## config.mk

```make
export PLATFORM = sky130hd
export DESIGN_NAME = d_mem_arbiter_flat
export DESIGN_NICKNAME = d
export VERILOG_FILES = /design/src/rtl/d_mem_arbiter_if.sv /design/src/rtl/d_mem_arbiter.sv /design/src/flat_wrapper.sv
export SDC_FILE = /design/constraint.sdc
export NUM_CORES = 1
export LEC_CHECK = 0
export CORE_UTILIZATION = 45
export CTS_BUF_LIST = sky130_fd_sc_hd__clkbuf_4 sky130_fd_sc_hd__clkbuf_8
export CTS_CLUSTER_DIAMETER = 150
export DETAILED_ROUTE_END_ITERATION = 8
export GPL_TIMING_DRIVEN = 0
export MAX_ROUTING_LAYER = met4
export PLACE_DENSITY = 0.86
export SLEW_MARGIN = 0
export SYNTH_ARGS = -nofsm -noshare
export SYNTH_HDL_FRONTEND = slang
export SYNTH_SLANG_ARGS = --single-unit
```

## constraint.sdc

```tcl
create_clock -name clk -period 2.9 [get_ports clk]
set_input_delay 0.58 -clock clk [delete_from_list [all_inputs] [get_ports clk]]
set_output_delay 0.58 -clock clk [all_outputs]
set_load 0.02 [all_outputs]
```

## src/rtl/d_mem_arbiter_if.sv

```systemverilog
// Request/response handshake bundle for one requester of the data-memory arbiter.
// The requester side uses the master modport, the arbiter uses the slave modport.
interface d_mem_arbiter_if;
  logic        req_valid;
  logic        req_ready;
  logic [31:0] req_addr;
  logic [31:0] req_wdata;
  logic [1:0]  req_mask;
  logic        req_we;
  logic        rsp_valid;
  logic        rsp_ready;
  logic [31:0] rsp_rdata;
  logic        rsp_err;

  modport master (
    output req_valid, req_addr, req_wdata, req_mask, req_we, rsp_ready,
    input  req_ready, rsp_valid, rsp_rdata, rsp_err
  );

  modport slave (
    input  req_valid, req_addr, req_wdata, req_mask, req_we, rsp_ready,
    output req_ready, rsp_valid, rsp_rdata, rsp_err
  );
endinterface

```

## src/rtl/d_mem_arbiter.sv

```systemverilog
// Two-port round-robin arbiter and access sequencer for the byte-addressed data
// memory. Port 0 is the CPU load/store unit, port 1 the debug/loader port.
// One access is in flight at a time: IDLE (grant) -> ACCESS (one memory cycle)
// -> RESP (hold the registered response until the winner takes it).
module d_mem_arbiter #(
  parameter int MEMORY_SIZE = 2048
) (
  input  logic                  clk,
  input  logic                  rstn,
  d_mem_arbiter_if.slave        port0,
  d_mem_arbiter_if.slave        port1,
  output logic [31:0]           mem_addr,
  output logic [31:0]           mem_write_data,
  output logic [1:0]            mem_data_mask,
  output logic                  mem_write_en,
  output logic                  mem_read_en,
  input  logic [31:0]           mem_read_data
);

  typedef enum logic [1:0] {
    IDLE   = 2'd0,
    ACCESS = 2'd1,
    RESP   = 2'd2
  } state_t;

  state_t      r_state;
  state_t      w_next_state;
  logic        r_prio;
  logic [31:0] r_addr;
  logic [31:0] r_wdata;
  logic [1:0]  r_mask;
  logic        r_we;
  logic        r_port;
  logic        r_err;
  logic [31:0] r_rdata;
  logic        r_rsp_err;

  logic        w_grant0;
  logic        w_grant1;
  logic        w_accept;
  logic        w_rsp_take;

  // Access size in bytes from the mask code; 0 marks the illegal code.
  function automatic logic [2:0] f_size(input logic [1:0] mask);
    case (mask)
      2'b01:   f_size = 3'd1;
      2'b10:   f_size = 3'd2;
      2'b11:   f_size = 3'd4;
      default: f_size = 3'd0;
    endcase
  endfunction

  // Rejects illegal size codes, misaligned halves/words and accesses that run
  // past the end of memory. The end address is formed at 33 bits so an access
  // near 0xFFFFFFFF cannot wrap around and look in range.
  function automatic logic f_err(input logic [31:0] addr, input logic [1:0] mask);
    logic [32:0] w_end;
    w_end = {1'b0, addr} + {30'd0, f_size(mask)};
    f_err = (mask == 2'b00)
          | ((mask == 2'b10) && addr[0])
          | ((mask == 2'b11) && (addr[1:0] != 2'b00))
          | (w_end > 33'(MEMORY_SIZE));
  endfunction

  // Keeps only the bytes belonging to the access size so load data is zero-extended.
  function automatic logic [31:0] f_zext(input logic [31:0] data, input logic [1:0] mask);
    case (mask)
      2'b01:   f_zext = {24'd0, data[7:0]};
      2'b10:   f_zext = {16'd0, data[15:0]};
      2'b11:   f_zext = data;
      default: f_zext = 32'd0;
    endcase
  endfunction

  // Grant selection, next state and all combinational outputs.
  always_comb begin
    w_grant0       = 1'b0;
    w_grant1       = 1'b0;
    w_accept       = 1'b0;
    w_rsp_take     = 1'b0;
    w_next_state   = r_state;
    port0.req_ready = 1'b0;
    port1.req_ready = 1'b0;
    mem_write_en   = 1'b0;
    mem_read_en    = 1'b0;

    case (r_state)
      IDLE: begin
        // r_prio == 0 favours port 0 when both ask in the same cycle.
        if (port0.req_valid && (!port1.req_valid || !r_prio)) begin
          w_grant0 = 1'b1;
        end else if (port1.req_valid) begin
          w_grant1 = 1'b1;
        end
        w_accept        = w_grant0 | w_grant1;
        port0.req_ready = w_grant0;
        port1.req_ready = w_grant1;
        if (w_accept) begin
          w_next_state = ACCESS;
        end
      end
      ACCESS: begin
        mem_write_en = !r_err && r_we;
        mem_read_en  = !r_err && !r_we;
        w_next_state = RESP;
      end
      RESP: begin
        w_rsp_take = r_port ? port1.rsp_ready : port0.rsp_ready;
        if (w_rsp_take) begin
          w_next_state = IDLE;
        end
      end
      default: begin
        w_next_state = IDLE;
      end
    endcase
  end

  // The memory bus always shows the latched request; only the strobes are gated.
  assign mem_addr       = r_addr;
  assign mem_write_data = r_wdata;
  assign mem_data_mask  = r_mask;

  // Response is presented only to the port that won the grant, only in RESP.
  assign port0.rsp_valid = (r_state == RESP) && !r_port;
  assign port1.rsp_valid = (r_state == RESP) && r_port;
  assign port0.rsp_rdata = port0.rsp_valid ? r_rdata : 32'd0;
  assign port1.rsp_rdata = port1.rsp_valid ? r_rdata : 32'd0;
  assign port0.rsp_err   = port0.rsp_valid && r_rsp_err;
  assign port1.rsp_err   = port1.rsp_valid && r_rsp_err;

  // Sequencer state register.
  always_ff @(posedge clk or negedge rstn) begin
    if (!rstn) begin
      r_state <= IDLE;
    end else begin
      r_state <= w_next_state;
    end
  end

  // Latch the winning request and its error verdict on the accept edge.
  always_ff @(posedge clk or negedge rstn) begin
    if (!rstn) begin
      r_addr  <= 32'd0;
      r_wdata <= 32'd0;
      r_mask  <= 2'b00;
      r_we    <= 1'b0;
      r_port  <= 1'b0;
      r_err   <= 1'b0;
    end else if (w_accept) begin
      if (w_grant1) begin
        r_addr  <= port1.req_addr;
        r_wdata <= port1.req_wdata;
        r_mask  <= port1.req_mask;
        r_we    <= port1.req_we;
        r_err   <= f_err(port1.req_addr, port1.req_mask);
      end else begin
        r_addr  <= port0.req_addr;
        r_wdata <= port0.req_wdata;
        r_mask  <= port0.req_mask;
        r_we    <= port0.req_we;
        r_err   <= f_err(port0.req_addr, port0.req_mask);
      end
      r_port <= w_grant1;
    end
  end

  // Capture the response at the end of ACCESS and hand priority to the other port.
  always_ff @(posedge clk or negedge rstn) begin
    if (!rstn) begin
      r_rdata   <= 32'd0;
      r_rsp_err <= 1'b0;
      r_prio    <= 1'b0;
    end else if (r_state == ACCESS) begin
      r_rdata   <= (r_err || r_we) ? 32'd0 : f_zext(mem_read_data, r_mask);
      r_rsp_err <= r_err;
      r_prio    <= !r_port;
    end
  end

endmodule

```

## src/flat_wrapper.sv

```systemverilog
// flat-port wrapper written by rule: the top's interface ports become plain ports
module d_mem_arbiter_flat 
#(
  parameter int MEMORY_SIZE = 2048
)
  (clk, rstn, mem_addr, mem_write_data, mem_data_mask, mem_write_en, mem_read_en, mem_read_data, port0_req_valid, port0_req_addr, port0_req_wdata, port0_req_mask, port0_req_we, port0_rsp_ready, port0_req_ready, port0_rsp_valid, port0_rsp_rdata, port0_rsp_err, port1_req_valid, port1_req_addr, port1_req_wdata, port1_req_mask, port1_req_we, port1_rsp_ready, port1_req_ready, port1_rsp_valid, port1_rsp_rdata, port1_rsp_err);
  d_mem_arbiter_if port0_i ();
  d_mem_arbiter_if port1_i ();
  input  logic clk;
  input  logic rstn;
  output logic [31:0] mem_addr;
  output logic [31:0] mem_write_data;
  output logic [1:0] mem_data_mask;
  output logic mem_write_en;
  output logic mem_read_en;
  input  logic [31:0] mem_read_data;
  input wire logic [$bits(port0_i.req_valid)-1:0] port0_req_valid;
  input wire logic [$bits(port0_i.req_addr)-1:0] port0_req_addr;
  input wire logic [$bits(port0_i.req_wdata)-1:0] port0_req_wdata;
  input wire logic [$bits(port0_i.req_mask)-1:0] port0_req_mask;
  input wire logic [$bits(port0_i.req_we)-1:0] port0_req_we;
  input wire logic [$bits(port0_i.rsp_ready)-1:0] port0_rsp_ready;
  output wire logic [$bits(port0_i.req_ready)-1:0] port0_req_ready;
  output wire logic [$bits(port0_i.rsp_valid)-1:0] port0_rsp_valid;
  output wire logic [$bits(port0_i.rsp_rdata)-1:0] port0_rsp_rdata;
  output wire logic [$bits(port0_i.rsp_err)-1:0] port0_rsp_err;
  input wire logic [$bits(port1_i.req_valid)-1:0] port1_req_valid;
  input wire logic [$bits(port1_i.req_addr)-1:0] port1_req_addr;
  input wire logic [$bits(port1_i.req_wdata)-1:0] port1_req_wdata;
  input wire logic [$bits(port1_i.req_mask)-1:0] port1_req_mask;
  input wire logic [$bits(port1_i.req_we)-1:0] port1_req_we;
  input wire logic [$bits(port1_i.rsp_ready)-1:0] port1_rsp_ready;
  output wire logic [$bits(port1_i.req_ready)-1:0] port1_req_ready;
  output wire logic [$bits(port1_i.rsp_valid)-1:0] port1_rsp_valid;
  output wire logic [$bits(port1_i.rsp_rdata)-1:0] port1_rsp_rdata;
  output wire logic [$bits(port1_i.rsp_err)-1:0] port1_rsp_err;
  assign port0_i.req_valid = port0_req_valid;
  assign port0_i.req_addr = port0_req_addr;
  assign port0_i.req_wdata = port0_req_wdata;
  assign port0_i.req_mask = port0_req_mask;
  assign port0_i.req_we = port0_req_we;
  assign port0_i.rsp_ready = port0_rsp_ready;
  assign port0_req_ready = port0_i.req_ready;
  assign port0_rsp_valid = port0_i.rsp_valid;
  assign port0_rsp_rdata = port0_i.rsp_rdata;
  assign port0_rsp_err = port0_i.rsp_err;
  assign port1_i.req_valid = port1_req_valid;
  assign port1_i.req_addr = port1_req_addr;
  assign port1_i.req_wdata = port1_req_wdata;
  assign port1_i.req_mask = port1_req_mask;
  assign port1_i.req_we = port1_req_we;
  assign port1_i.rsp_ready = port1_rsp_ready;
  assign port1_req_ready = port1_i.req_ready;
  assign port1_rsp_valid = port1_i.rsp_valid;
  assign port1_rsp_rdata = port1_i.rsp_rdata;
  assign port1_rsp_err = port1_i.rsp_err;
  d_mem_arbiter #(.MEMORY_SIZE(MEMORY_SIZE)) u_core (.clk(clk), .rstn(rstn), .port0(port0_i), .port1(port1_i), .mem_addr(mem_addr), .mem_write_data(mem_write_data), .mem_data_mask(mem_data_mask), .mem_write_en(mem_write_en), .mem_read_en(mem_read_en), .mem_read_data(mem_read_data));
endmodule
```

==> After elaboration in Yosys (flattened, before gate mapping) <==
Index checks and enable logic that the tools add are counted.
{ "word_totals": {"regBits": 105, "inputBits": 172, "output_inout_bits": 138} }
{ "classes": {"n_addsub": 2, "n_lt_le_gt_ge": 2, "n_eq_ne": 13, "mux": 29, "bitwise_logic": 7, "n_reduce_logical": 24} }
{ "ops": {"columns": ["operator", "n"], "rows": [
  ["$mux 32", 5],
  ["$pmux 32 s3", 1],
  ["$add 32x3->33", 2],
  ["$gt 33x12->1 const B", 2],
  ["$pmux 3 s3", 2],
  ["$eq 2x2->1 const B", 7],
  ["$mux 1", 13],
  ["$mux 3", 4],
  ["$logic_and 1x1->1", 11],
  ["$eq 2x1->1 const B", 4],
  ["$or 1x1->1", 7],
  ["$logic_not 2->1", 3],
  ["$mux 2", 3],
  ["$pmux 2 s3", 1],
  ["$logic_not 1->1", 5],
  ["$ne 2x1->1 const B", 2],
  ["$reduce_bool 2->1", 2],
  ["$logic_or 1x1->1", 2],
  ["$reduce_and 2->1", 1]
]} }

==> Depth between registers and ports, before layout <==
{ "logic_depth": {"ltp_word": 12, "ltp_mapped": 11, "mapped_depth_nobuf": 11} }

==> Least setup slack after synthesis <==
OpenSTA, ideal clock, no wires.
{ "synth_timing": {"kind": "in2reg", "start": "in port1_req_mask[0]", "end": "reg u_core.r_err", "setup_time_ns": 0.133, "t_arrival_ns": 2.733, "t_required_ns": 2.767, "slack_ns": 0.034, "path_stages": 10, "path_buffers": 0, "path_cell_list": "nor2b_1 > ha_1 > fa_1 > a21oi_1 > nor2_1 > xor2_1 > or4_1 > o31a_1 > nor3b_1 > a31oi_1"} }
{ "synth_between": {"elab_chain_cells": 8, "word_cells_on_any_way": 15, "cone_classes": "1 x add/sub; 1 x order compare; 3 x eq/ne; 4 x mux; 3 x bitwise; 3 x reduce/logical"} }
{ "synth_rtl": {"columns": ["item", "line", "rtl"], "rows": [
  ["from (decl)", "flat_wrapper.sv:30", "input wire logic [$bits(port1_i.req_mask)-1:0] port1_req_mask;"],
  ["$eq 2x2->1, or another cell as far along", "d_mem_arbiter.sv:45, d_mem_arbiter.sv:61", null],
  ["$pmux 3 s3", "d_mem_arbiter.sv:45", "case (mask)"],
  ["$mux 3", "d_mem_arbiter.sv:151", "if (w_grant1) begin"],
  ["$mux 3", "d_mem_arbiter.sv:150", "end else if (w_accept) begin"],
  ["$add 32x3->33", "d_mem_arbiter.sv:58", "w_end = {1'b0, addr} + {30'd0, f_size(mask)};"],
  ["$gt 33x12->1", "d_mem_arbiter.sv:62", "| (w_end > 33'(MEMORY_SIZE));"],
  ["$or 1x1->1 *", "d_mem_arbiter.sv:62", null],
  ["$mux 1 *", "d_mem_arbiter.sv:151", null],
  ["to (signal assigned)", "d_mem_arbiter.sv:156", "r_err <= f_err(port1.req_addr, port1.req_mask);"],
  ["to (signal assigned)", "d_mem_arbiter.sv:162", "r_err <= f_err(port0.req_addr, port0.req_mask);"],
  ["to (decl)", "d_mem_arbiter.sv:34", "logic r_err;"]
]} }
Every way passes the cells marked *; elsewhere a longest branch is shown, timed or not. The select of a mux whose other input is x is not followed.
A chain may end at the register's enable or synchronous reset.

==> Worst setup path after layout <==
{ "layout_timing": {"start": "reg u_core.r_state[0]", "end": "out port1_rsp_rdata[17]"} }
{ "layout_between": {"elab_chain_cells": 3} }
{ "layout_rtl": {"columns": ["item", "line", "rtl"], "rows": [
  ["from (decl)", "d_mem_arbiter.sv:26", "state_t r_state;"],
  ["from (signal assigned)", "d_mem_arbiter.sv:137", "r_state <= w_next_state;"],
  ["$eq 2x2->1", "d_mem_arbiter.sv:126", "assign port1.rsp_valid = (r_state == RESP) && r_port;"],
  ["$logic_and 1x1->1", "d_mem_arbiter.sv:126", null],
  ["$mux 32", "d_mem_arbiter.sv:128", "assign port1.rsp_rdata = port1.rsp_valid ? r_rdata : 32'd0;"],
  ["to (decl)", "flat_wrapper.sv:35", "output wire logic [$bits(port1_i.rsp_rdata)-1:0] port1_rsp_rdata;"]
]} }
No other way between the ends.

==> out/metrics.yaml <==
power:
  peakVddDrop_uv: 536
  switching_share_pct: 42.9
  p_clk_share_pct: 12.8
  comb_power_share_pct: 53.4
  powerDensity_nw_per_um2: 670
  power.internal_mw: 3.78
  p_leak_nw: 4.17
  p_seq_share_pct: 33.9
  p_sw_mw: 2.84
worst_hold_path:
  min_path_type: "in2async"
drt:
  wirelength_microns: 23100
  dr.pass1.iters: 5
  drt_iter0_markers: 395
  ant_nets: 0
  wl_per_cell_microns: 19.1
  drc: 0
  viasPerCell: 5.74
  route.vias.total: 6951
synth:
  ys_async_sr_fraction_pct: 100
  avgSynthCellArea_sq_um: 8.77
  ys_seq_area_share_pct: 42.4
  synth_cell_types: 67
  yosysWarnings: 0
  synthAdderAreaFrac_pct: 1.86
  synth_edf_count: 0
  synth_top_flop_cell: "dfrtp_1"
  synth-xor-area-share_pct: 1.27
  ys_ff_latch: 105
  syn-cell-area_sq_um: 6200
  muxShareOfSynthArea_pct: 1.51
  synth_top_family_by_area: "simple AND/OR/NAND/NOR gates"
  syn_nets: 887
  synthCells: 707
  synth_compound_area_share_pct: 24.1
  yosys.area_share.simple_pct: 25.3
final_layout:
  fin_area_sq_um: 9870
  area_growth_pct: 59.3
  fillerInstances: 1057
  mostFrequentLayoutCells: "clkdlybuf4s50_1 (288), dfrtp_1 (105), nand2_1 (97)"
  final_nets: 1213
  final_common_cell: "clkdlybuf4s50_1"
  layout.cells.non_filler: 1212
  layout-drive-gt1-share_pct: 7.15
sta:
  tightestPinTransition_ps: 586
  holdWs_ps: 177
  finClkSkew_ps: 11.4
  slew_headroom_pct: 61.0
  slew_viol_final: 0
  finalSetupViolCount: 0
  hold_viol_final: 0
  setup_ws_ps: 66.1
  post-route-period-util_pct: 97.7
  setup_tns_ps: 0
  min_period_ps: 2830
  fmax_mhz: 353
floorplan:
  std_cell_rows: 42
  dieArea_sq_um: 14200
  fp.dieW_microns: 119
  die-height_microns: 119
  start_util_pct: 46.4
  core_region_area_sq_um: 13300
  pin_count: 310
global_route:
  grt_pass1_wl_microns: 35500
  grt_usage_pct: 33.2
  grt_max_degree: 64
  antenna_found_initial: 1
  grt_pass1_vias: 6614
  gr-total-overflow: 0
setup_path:
  crit_type: "reg2out"
  r2r-start: "u_core.r_state[0]$_DFFE_PN0P_"
  critPathArrivalTime_ps: 2250
  start_kind: "flop"
  crit_fanout: 10
  end_kind: "output pin"
  crit_start: "u_core.r_state[0]$_DFFE_PN0P_"
  worstPathRequired_ps: 2320
clock_network:
  cts_buffer_depth: 2
  cts_sinks: 105
  cts_made_buffers: 9
  cts_hold_repair.buffers: 0
  htreeDepth: 3
  cts_tree: "built"
  path_clk_slew_ps: 100
  clock_latency_ps: 380
  clockRootBuffer: "clkbuf_8"
placement:
  place.gp.congestion: 0.928
  io_buffers: 309
  hpwlAfterDp_microns: 18100
  place_area_sq_um: 9540
  place_inst: 1193
  place_ws_ps: -1010
run:
  drv_cap: 0
status:
  status: "complete, no violations"
-- Yosys cell counts, types with 3 or more instances --
| cell | number | share of area, % |
|---|---|---|
| o22ai_1 | 67 | 6.8 |
| and2_1 | 73 | 7.4 |
| a41oi_1 | 3 | 0.42 |
| a21o_1 | 4 | 0.48 |
| nor4_1 | 5 | 0.50 |
| nor2_1 | 23 | 1.4 |
| a21oi_1 | 23 | 1.9 |
| and3_1 | 9 | 0.91 |
| xnor2_1 | 4 | 0.57 |
| ha_1 | 6 | 1.2 |
| nand2b_1 | 4 | 0.40 |
| xor2_1 | 5 | 0.71 |
| a22o_1 | 32 | 4.5 |
| nand2_1 | 97 | 5.9 |
| or3_1 | 3 | 0.30 |
| nor3_1 | 17 | 1.4 |
| or2_2 | 4 | 0.40 |
| nand3_1 | 15 | 1.2 |
| o21ai_0 | 80 | 6.5 |
| mux2i_1 | 6 | 0.97 |
| inv_1 | 6 | 0.36 |
| o21a_1 | 3 | 0.36 |
| nor2b_1 | 7 | 0.71 |
| nand4_1 | 7 | 0.71 |
| mux2_2 | 3 | 0.54 |
| dfrtp_1 | 105 | 42 |
| clkbuf_1 | 41 | 2.5 |
| a31oi_1 | 5 | 0.50 |
-- metrics by stage --
stage / util (%) / total power [mW]
6_report: 74.0 / 6.61
4_1_cts: 73.4 / 6.61
2_1_floorplan: - / 3.91
3_3_place_gp: 71.3 / 5.64
3_5_place_dp: 71.4 / 5.72
5_1_grt: 74.0 / 7.00
-- worst max-delay path: stages, from the launching register on --
cell	delay, ps
dfrtp_1	390
nand2b_1	250
nor2_4	220
clkbuf_4	240
and2_1	180
clkdlybuf4s50_1	610
-- final timing paths --
path                                                         end  slack [ps]  cells past startpoint
setup / recovery                             port1_rsp_rdata[17]          70                      5
hold / removal                   u_core.mem_addr[10]$_DFFE_PN0P_         180                      1
setup reg to reg           u_core.mem_write_data[21]$_DFFE_PN0P_         570                      7
hold reg to reg            u_core.mem_write_data[29]$_DFFE_PN0P_         480                      2
max in group asynchronous          u_core.r_rdata[5]$_DFFE_PN0P_        2000                      2
min in group clk           u_core.mem_write_data[29]$_DFFE_PN0P_         480                      2
-- cell type report --
| class | count | area [sq um] | share of cell area (%) |
|---|---|---|---|
| multi-input cells | 550 | 3450 | 34.9 |
| repair buffers | 316 | 3180 | 32.2 |
| flip-flops and latches | 105 | 2630 | 26.6 |
| well taps | 176 | 220 | 2.23 |
| plain buffers | 45 | 209 | 2.12 |
| clock buffers | 11 | 151 | 1.53 |
| inverters | 6 | 22.5 | 0.228 |
| clock inverters | 2 | 13.8 | 0.139 |
| diodes | 1 | 2.50 | 0.0253 |
-- state kept, by name (all words and copies together) (netlist names) --
signal	flops
u_core.mem_addr	32
u_core.mem_write_data	32
u_core.r_rdata	32
u_core.mem_data_mask	2
u_core.r_state	2
u_core.r_err	1
u_core.r_port	1
u_core.r_prio	1
u_core.r_rsp_err	1
u_core.r_we	1
-- repair_timing --
item,4_1_cts,5_1_grt
gates resized for setup,37,29
pin swaps,5,7
endpoints found under the setup margin,71,59
buffers inserted,3,3
gates cloned,0,0
-- power by group through the flow --
stage	Sequential, mW	Combinational, mW	Clock [mW]
2_1_floorplan	2.77	1.14	0
3_3_place_gp	2.25	3.39	0
3_5_place_dp	2.25	3.47	0
4_1_cts	2.23	3.51	0.867
5_1_grt	2.29	3.78	0.926
6_report	2.24	3.53	0.844
-- metal layers --
layer,routed length (microns),track usage (%),up-vias,part of all wire [%]
met5,0,-,-,0
met4,748,11.4,0,3.2
met3,1700,6.32,56,7.3
met2,11500,55.9,354,50
met1,9130,39.9,3305,39
li1,-,-,3236,-
-- cells by family (layout without fill, tap and decap cells) --
group,count (synthesis),in the layout
adders and majority gates,8,8
buffers and inverters,52,380
other,0,1
and+or+nand+nor,288,288
AOI/OAI and AO/OA,236,236
muxes,9,9
xor gates and xnor gates,9,9
DFF,105,105
No activity file was read; power rests on OpenSTA's default activity.
